--- src/rtl/imm_encoder.sv ---
// Immediate encoder: packs a 32-bit immediate into the I/S/B/U/J fields of a
// base instruction and range-checks it. Out-of-range words become a NOP and
// are counted. Each accepted beat is tagged with an auto-incrementing byte
// address.
module imm_encoder #(
  parameter int unsigned ADDR_W    = 10,
  parameter int unsigned BASE_ADDR = 0,
  parameter int unsigned ERRCNT_W  = 8
) (
  input  logic                clk,
  input  logic                rst_n,
  input  logic                clr,
  input  logic                in_valid,
  output logic                in_ready,
  input  logic [2:0]          in_fmt,
  input  logic [31:0]         in_imm,
  input  logic [31:0]         in_base,
  output logic                out_valid,
  input  logic                out_ready,
  output logic [31:0]         out_instr,
  output logic [ADDR_W-1:0]   out_addr,
  output logic                out_err,
  output logic                err_sticky,
  output logic [ERRCNT_W-1:0] err_count
);

  localparam logic [ADDR_W-1:0] BASE = ADDR_W'(BASE_ADDR);
  localparam logic [ADDR_W-1:0] STEP = ADDR_W'(4);
  localparam logic [31:0]       NOP  = 32'h0000_0013;

  typedef enum logic {EMPTY, FULL} state_t;

  state_t             state;
  logic [ADDR_W-1:0]  addr_cnt;
  logic [ADDR_W-1:0]  beat_addr;
  logic [31:0]        enc_instr;
  logic               enc_err;
  logic               accept;

  assign in_ready  = (state == EMPTY) || out_ready;
  assign accept    = in_valid && in_ready;
  assign out_valid = (state == FULL);
  // A clear in the accepting cycle restarts numbering from this beat.
  assign beat_addr = clr ? BASE : addr_cnt;

  // Scatter the immediate into its format fields and flag unrepresentable values.
  always_comb begin
    enc_instr = in_base;
    enc_err   = 1'b0;
    case (in_fmt)
      3'd0: begin
        enc_instr[31:20] = in_imm[11:0];
        enc_err = (in_imm[31:11] != '0) && (in_imm[31:11] != '1);
      end
      3'd1: begin
        enc_instr[31:25] = in_imm[11:5];
        enc_instr[11:7]  = in_imm[4:0];
        enc_err = (in_imm[31:11] != '0) && (in_imm[31:11] != '1);
      end
      3'd2: begin
        enc_instr[31]    = in_imm[12];
        enc_instr[30:25] = in_imm[10:5];
        enc_instr[11:8]  = in_imm[4:1];
        enc_instr[7]     = in_imm[11];
        enc_err = ((in_imm[31:12] != '0) && (in_imm[31:12] != '1)) || in_imm[0];
      end
      3'd3: begin
        enc_instr[31:12] = in_imm[31:12];
        enc_err = (in_imm[11:0] != '0);
      end
      3'd4: begin
        enc_instr[31]    = in_imm[20];
        enc_instr[30:21] = in_imm[10:1];
        enc_instr[20]    = in_imm[11];
        enc_instr[19:12] = in_imm[19:12];
        enc_err = ((in_imm[31:20] != '0) && (in_imm[31:20] != '1)) || in_imm[0];
      end
      default: enc_err = 1'b1;
    endcase
  end

  // Output register, handshake FSM, address counter and error bookkeeping.
  always_ff @(posedge clk or negedge rst_n) begin
    if (!rst_n) begin
      state      <= EMPTY;
      out_instr  <= '0;
      out_addr   <= BASE;
      out_err    <= 1'b0;
      addr_cnt   <= BASE;
      err_sticky <= 1'b0;
      err_count  <= '0;
    end else begin
      case (state)
        EMPTY:   if (accept) state <= FULL;
        FULL:    if (out_ready && !accept) state <= EMPTY;
        default: state <= EMPTY;
      endcase

      if (accept) begin
        out_instr <= enc_err ? NOP : enc_instr;
        out_err   <= enc_err;
        out_addr  <= beat_addr;
        addr_cnt  <= beat_addr + STEP;
      end else if (clr) begin
        addr_cnt  <= BASE;
      end

      // Clear wipes history first; an erroring beat in the same cycle counts as one.
      if (clr) begin
        err_sticky <= accept && enc_err;
        err_count  <= (accept && enc_err) ? ERRCNT_W'(1) : '0;
      end else if (accept && enc_err) begin
        err_sticky <= 1'b1;
        if (err_count != '1) err_count <= err_count + ERRCNT_W'(1);
      end
    end
  end

endmodule

--- config.mk ---
export PLATFORM = sky130hd
export DESIGN_NAME = imm_encoder
export DESIGN_NICKNAME = d
export VERILOG_FILES = /design/src/rtl/imm_encoder.sv
export SDC_FILE = /design/constraint.sdc
export NUM_CORES = 1
export LEC_CHECK = 0
export BUFFER_PORTS_ARGS = -buffer_cell sky130_fd_sc_hd__buf_4
export CAP_MARGIN = 20
export CORE_ASPECT_RATIO = 0.6
export CORE_MARGIN = 4
export CORE_UTILIZATION = 53
export DETAILED_ROUTE_END_ITERATION = 8
export MAX_ROUTING_LAYER = met4
export PLACE_DENSITY = 0.83
export SLEW_MARGIN = 20
export SYNTH_ARGS = -nofsm -noshare
export SYNTH_HDL_FRONTEND = slang
export SYNTH_SLANG_ARGS = --single-unit
--- constraint.sdc ---
create_clock -name clk -period 5.3 [get_ports clk]
set_input_delay 0.53 -clock clk [delete_from_list [all_inputs] [get_ports clk]]
set_output_delay 0.53 -clock clk [all_outputs]
set_load 0.05 [all_outputs]
# [Yosys cells after proc, flatten, opt, wreduce, memory -nomap -nowiden]
# Cells that the tools add are included.
[classes] n_addsub=2 eq_ne=8 n_mux=17 n_bitwise=1 n_reduce_logical=20
[ops] cell="2-to-1 mux 32 bit" n=1
[ops] cell="2-to-1 mux 8 bit" n=4
[ops] cell="case mux 7 bit (4 select lines)" n=1
[ops] cell="nonzero test 12 bit" n=2
[ops] cell="!= test 21 bit, second input constant" n=1
[ops] cell="nonzero test 21 bit" n=1
[ops] cell="2-to-1 mux 10 bit" n=2
[ops] cell="!= test 20 bit, second input constant" n=1
[ops] cell="nonzero test 20 bit" n=1
[ops] cell="case mux 5 bit (3 select lines)" n=1
[ops] cell="!= test 12 bit, second input constant" n=1
[ops] cell="adder 10 x 3 -> 10 bit, second input constant" n=1
[ops] cell="case mux 5 bit (2 select lines)" n=1
[ops] cell="adder 8 x 1 -> 8 bit, second input constant" n=1
[ops] cell="!= test 8 bit, second input constant" n=1
[ops] cell="equality test 3 x 2 -> 1 bit, second input constant" n=2
[ops] cell="logical AND 1 bit" n=6
[ops] cell="2-to-1 mux 1 bit" n=5
[ops] cell="case mux 1 bit (4 select lines)" n=1
[ops] cell="nonzero test 2 bit" n=2
[ops] cell="OR reduction 2 bit" n=2
[ops] cell="equality test 3 x 1 -> 1 bit, second input constant" n=1
[ops] cell="equality test 3 bit, second input constant" n=1
[ops] cell="zero test 3 bit" n=1
[ops] cell="5 further kinds" n=7
[word_totals] ff_bits=63 output_inout_bits=54

# [Longest topological paths before layout]
[logic_depth] depth_word=7 mapped_depth=8 mapped_depth_nobuf=7

# [Worst setup path before layout]
# Ideal clock, no wire load.
[synth_path] path_type="input to register" from="input port in_imm[1]" to="register err_count[4]" setup_ns=0.125 t_arrival_ns=2.386 required_time_ns=5.175 slack_ns=2.789 path_stages=7 n_path_buf=0 cell_sequence="or4_1 > o41ai_1 > a221oi_1 > a311oi_2 > nor3_1 > and3_1 > mux2_4"
[synth_via] elab_chain_cells=5
[synth_lines] item="from (decl)" line_no="16" rtl="input logic [31:0] in_imm,"
[synth_lines] item="nonzero test 12 bit" line_no="69" rtl="enc_err = (in_imm[11:0] != '0);"
[synth_lines] item="case mux 1 bit (4 select lines)" line_no="50" rtl="case (in_fmt)"
[synth_lines] item="logical AND 1 bit" line_no="112" rtl="end else if (accept && enc_err) begin"
[synth_lines] item="nonzero test 2 bit (no line)"
[synth_lines] item="AND reduction 2 bit (no line)"
[synth_lines] item="to (signal assigned)" line_no="111" rtl="err_count <= (accept && enc_err) ? ERRCNT_W'(1) : '0;"
[synth_lines] item="to (signal assigned)" line_no="114" rtl="if (err_count != '1) err_count <= err_count + ERRCNT_W'(1);"
[synth_lines] item="to (decl)" line_no="24" rtl="output logic [ERRCNT_W-1:0] err_count"
# No other way between the ends.
# A chain may end at the register's enable or synchronous reset.

# [Final worst setup path]
[layout_path] from="input port in_imm[1]" to="register err_count[0]"
[layout_via] elab_chain_cells=5 word_cells_on_any_way=7 cone_classes="mux: 3; reduce/logical: 4"
[layout_lines] item="nonzero test 12 bit (*)" line_no="69"
[layout_lines] item="case mux 1 bit (4 select lines) (*)" line_no="50"
[layout_lines] item="logical AND 1 bit (*)" line_no="111, 112"
[layout_lines] item="2-to-1 mux 1 bit or nonzero test 2 bit (tied branches)"
[layout_lines] item="2-to-1 mux 8 bit or AND reduction 2 bit (tied branches)"
# Every way passes the cells marked *; elsewhere a longest branch is shown, timed or not.

==> results.toml <==
[status]
outcome = "completed"

[clock_tree]
ctsLongestPathBuffers = 2
clock_pin_slew_reported_for_the_worst_setup_and_hold_paths_after_clock_tree_synthesis_ns = 0.07
clk_sink_count = 63
cts.hold.buffers_added = 0
clock_tree_from_tritoncts = "done"
cts_made_buffers = 9
worst_skew_pair.late_latency_ns = 0.34
cts-resized-gates = 0
cts.htree.levels = 3
root_buffer = "sky130_fd_sc_hd__clkbuf_8"
postCtsSetupRepairBufs = 0

[setup_path]
worst-endpoint-arrival_ns = 2.98
timing.critical_path.to_type = "flip-flop"
crit_path_start_kind = "primary input"
critPathSlowestCell = "sky130_fd_sc_hd__or4_1"
crit_fanout = 27
critPathMostFrequentCell = "sky130_fd_sc_hd__buf_4"
worstPathCellList = "buf_4 > or4_1 > o41ai_1 > a221oi_1 > a311oi_2 > nor2_2 > buf_4 > nand2_1 > o2bb2a_1"
worst-endpoint-required_ns = 5.53
criticalPathCategory = "in -> reg"
worst_r2r_path_depth = 6
critical_path.reg2reg.endpoint = "err_count[4]"
worst_r2r_startpoint = "out_valid"
regToRegSetupSlack_ns = 2.76
crit_path_max_incr_delay_ns = 0.58

[sta]
setup_tns_ns = 0
max_slew_margin_pct = 31.30
fmax_mhz = 363.4
rsz_0062_raised_after_global_routing = "no"
finalHoldViolations = 0
final.setup_skew_ns = 0.006604
finalSetupViolations = 0
drv_slew = 0
final.min_clock_period_ns = 2.752
fin_worst_hold_slack_ns = 0.2513
worstMarginPinSlew_ns = 1.030
setup_ws_ns = 2.548
min_period_over_period_pct = 51.92

[detailed_routing]
vias_per_cell = 5.762
route.antenna.remaining_nets = 0
drt_first_iter_violations = 300
post_drt_wl_per_cell_um = 16.96
maxUsedRoutingLayer = "met4"
route.detailed.drc = 0
finalWirelength_mm = 9.529
detail_route.first_pass.iterations = 5
routed-wl-met2_mm = 4.378
wl_met3_um = 813
via_count = 3238
route.layer.met1.wl_mm = 4.290

[synth]
synth-async-reset-ratio_pct = 100.0
ys_ff_latch = 63
synth_ff_type = "sky130_fd_sc_hd__dfrtp_1"
nets_in_the_synthesized_netlist = 435
synthCells = 361
yosys_warnings = 0
synth_enable_flop_cells = 0
postSynthAreaPerCell_um2 = 9.417
synth_sequential_area_ratio_pct = 46.37
netlist_area_um2 = 3400
post_synth_num_cell_types = 46

[layout]
final_cells = 562
area_growth_pct = 33.16
most-common-layout-cells = "sky130_fd_sc_hd__buf_4, sky130_fd_sc_hd__dfrtp_1, sky130_fd_sc_hd__nand2_1"
antenna_cells = 0
nets = 547
drive_gt1_share_pct = 31.80
commonest_non_fill_non_tap_cell_in_the_layout = "sky130_fd_sc_hd__buf_4"

[floorplanning]
floorplan.core_area_um2 = 6166
io-pin-count = 126
fp.dieArea_um2 = 7802
floorplan.die.height_um = 70.04
placement_rows = 22
initial_core_util_pct = 55.13
die_boundary_width_um = 111.4

[placed_design]
placed_cells_incl_taps = 546
pre_cts_ws_ns = 2.222
finalWeightedCongestion = 0.9007
io_buffer_count = 124
dp_hpwl_mm = 7.190

[pwr]
cellPowerDensity_nw_per_um2 = 243.9
worst_ir_drop_vdd_v = 0.0001240
p_total_uw = 1104
pleak_uw = 0.002220

[global_route]
grt_pass1_wl_mm = 15.53
grt_antenna_before_repair = 0
grt_remaining_overflow = 0
grt.total_usage_pct = 25.26
grt_start_max_net_pins = 68
grt_pass1_vias = 3025

[worst_hold_path]
worstHoldPathType = "in -> async"

[flow_run]
max-cap-violations = 0
through the flow:
stage / util, % / area, µm²
global route: 73.42 / 4527
finish: 73.42 / 4527
floorplan: - / 3400
global placement: 70.60 / 4353
detailed placement: 70.60 / 4353
CTS: 73.38 / 4524
kinds of logic (layout without fill, tap and decap cells):
group | Yosys count | count (layout) | synth area share, %
AOI/OAI and AO/OA | 78 | 78 | 16.75
buffers and inverters | 28 | 145 | 3.275
DFF | 63 | 63 | 46.37
muxes | 24 | 24 | 7.398
adders and majority gates | 2 | 2 | 0.7360
xor gates and xnor gates | 9 | 9 | 2.319
and+or+nand+nor | 157 | 157 | 23.15
synth_stat cells, types with 5 or more instances:
cell type,number,area [µm²]
sky130_fd_sc_hd__nor2_1,25,93.84
sky130_fd_sc_hd__o21ai_0,10,50.05
sky130_fd_sc_hd__dfrtp_1,63,1577
sky130_fd_sc_hd__nor3_1,9,45.04
sky130_fd_sc_hd__a31oi_1,10,62.56
sky130_fd_sc_hd__nand2_1,55,206.5
sky130_fd_sc_hd__o31ai_1,19,142.6
sky130_fd_sc_hd__mux2i_1,18,180.2
sky130_fd_sc_hd__clkbuf_1,16,60.06
sky130_fd_sc_hd__a22o_1,12,105.1
sky130_fd_sc_hd__xor2_1,5,43.79
sky130_fd_sc_hd__nor4_1,5,31.28
sky130_fd_sc_hd__nor2b_1,13,81.33
sky130_fd_sc_hd__buf_2,5,25.02
sky130_fd_sc_hd__nand3b_1,5,37.54
sky130_fd_sc_hd__and3_1,8,50.05
sky130_fd_sc_hd__nand4_1,11,68.82
sky130_fd_sc_hd__nand3_1,5,25.02
sky130_fd_sc_hd__nand2b_1,10,62.56
sky130_fd_sc_hd__mux2_2,5,56.30
sky130_fd_sc_hd__a21o_1,5,37.54
state kept, by name, summed over array words and instances, names as in the netlist:
register    cells
out_instr      32
addr_cnt       10
out_addr       10
err_count       8
err_sticky      1
out_err         1
out_valid       1
worst max path at each step:
stage | start | to | cells after the start
finish | in_imm[1] | err_count[0] | 9
global route | in_imm[1] | err_count[0] | 9
CTS | in_imm[1] | err_count[0] | 9
detailed placement | in_imm[1] | err_count[0] | 9
global placement | in_imm[1] | err_count[0] | 9
floorplan | in_imm[1] | err_count[4] | 7
worst max-delay path: cells and delay by family:
family                 cells  cell delay, ns
AND/OR/NAND/NOR            3            0.91
AO/OA/AOI/OAI              4            1.13
buffers and inverters      2            0.41
per-layer routing:
layer / GRT usage [%] / vias to the layer above
li1: - / 1540
met1: 34.42 / 1567
met2: 37.88 / 127
met3: 7.186 / 4
met4: 5.533 / 0
met5: - / -
report_power, final:
group	leakage (µW)	internal [µW]	total, µW	switching [µW]
combinational	0.00129	87.6	230	143
clock	0.0000854	169	366	197
sequential	0.000848	496	508	12.2
cell type report:
| class | instances | area [µm²] |
|---|---|---|
| flip-flops and latches | 63 | 1577 |
| clock buffers | 9 | 123.9 |
| fillers | 491 | 1639 |
| clock inverters | 7 | 47.55 |
| repair buffers | 126 | 945.9 |
| multi-input cells | 270 | 1717 |
| well taps | 84 | 105.1 |
| inverters | 3 | 11.26 |
Note: power is estimated with default switching activity, not from simulation.
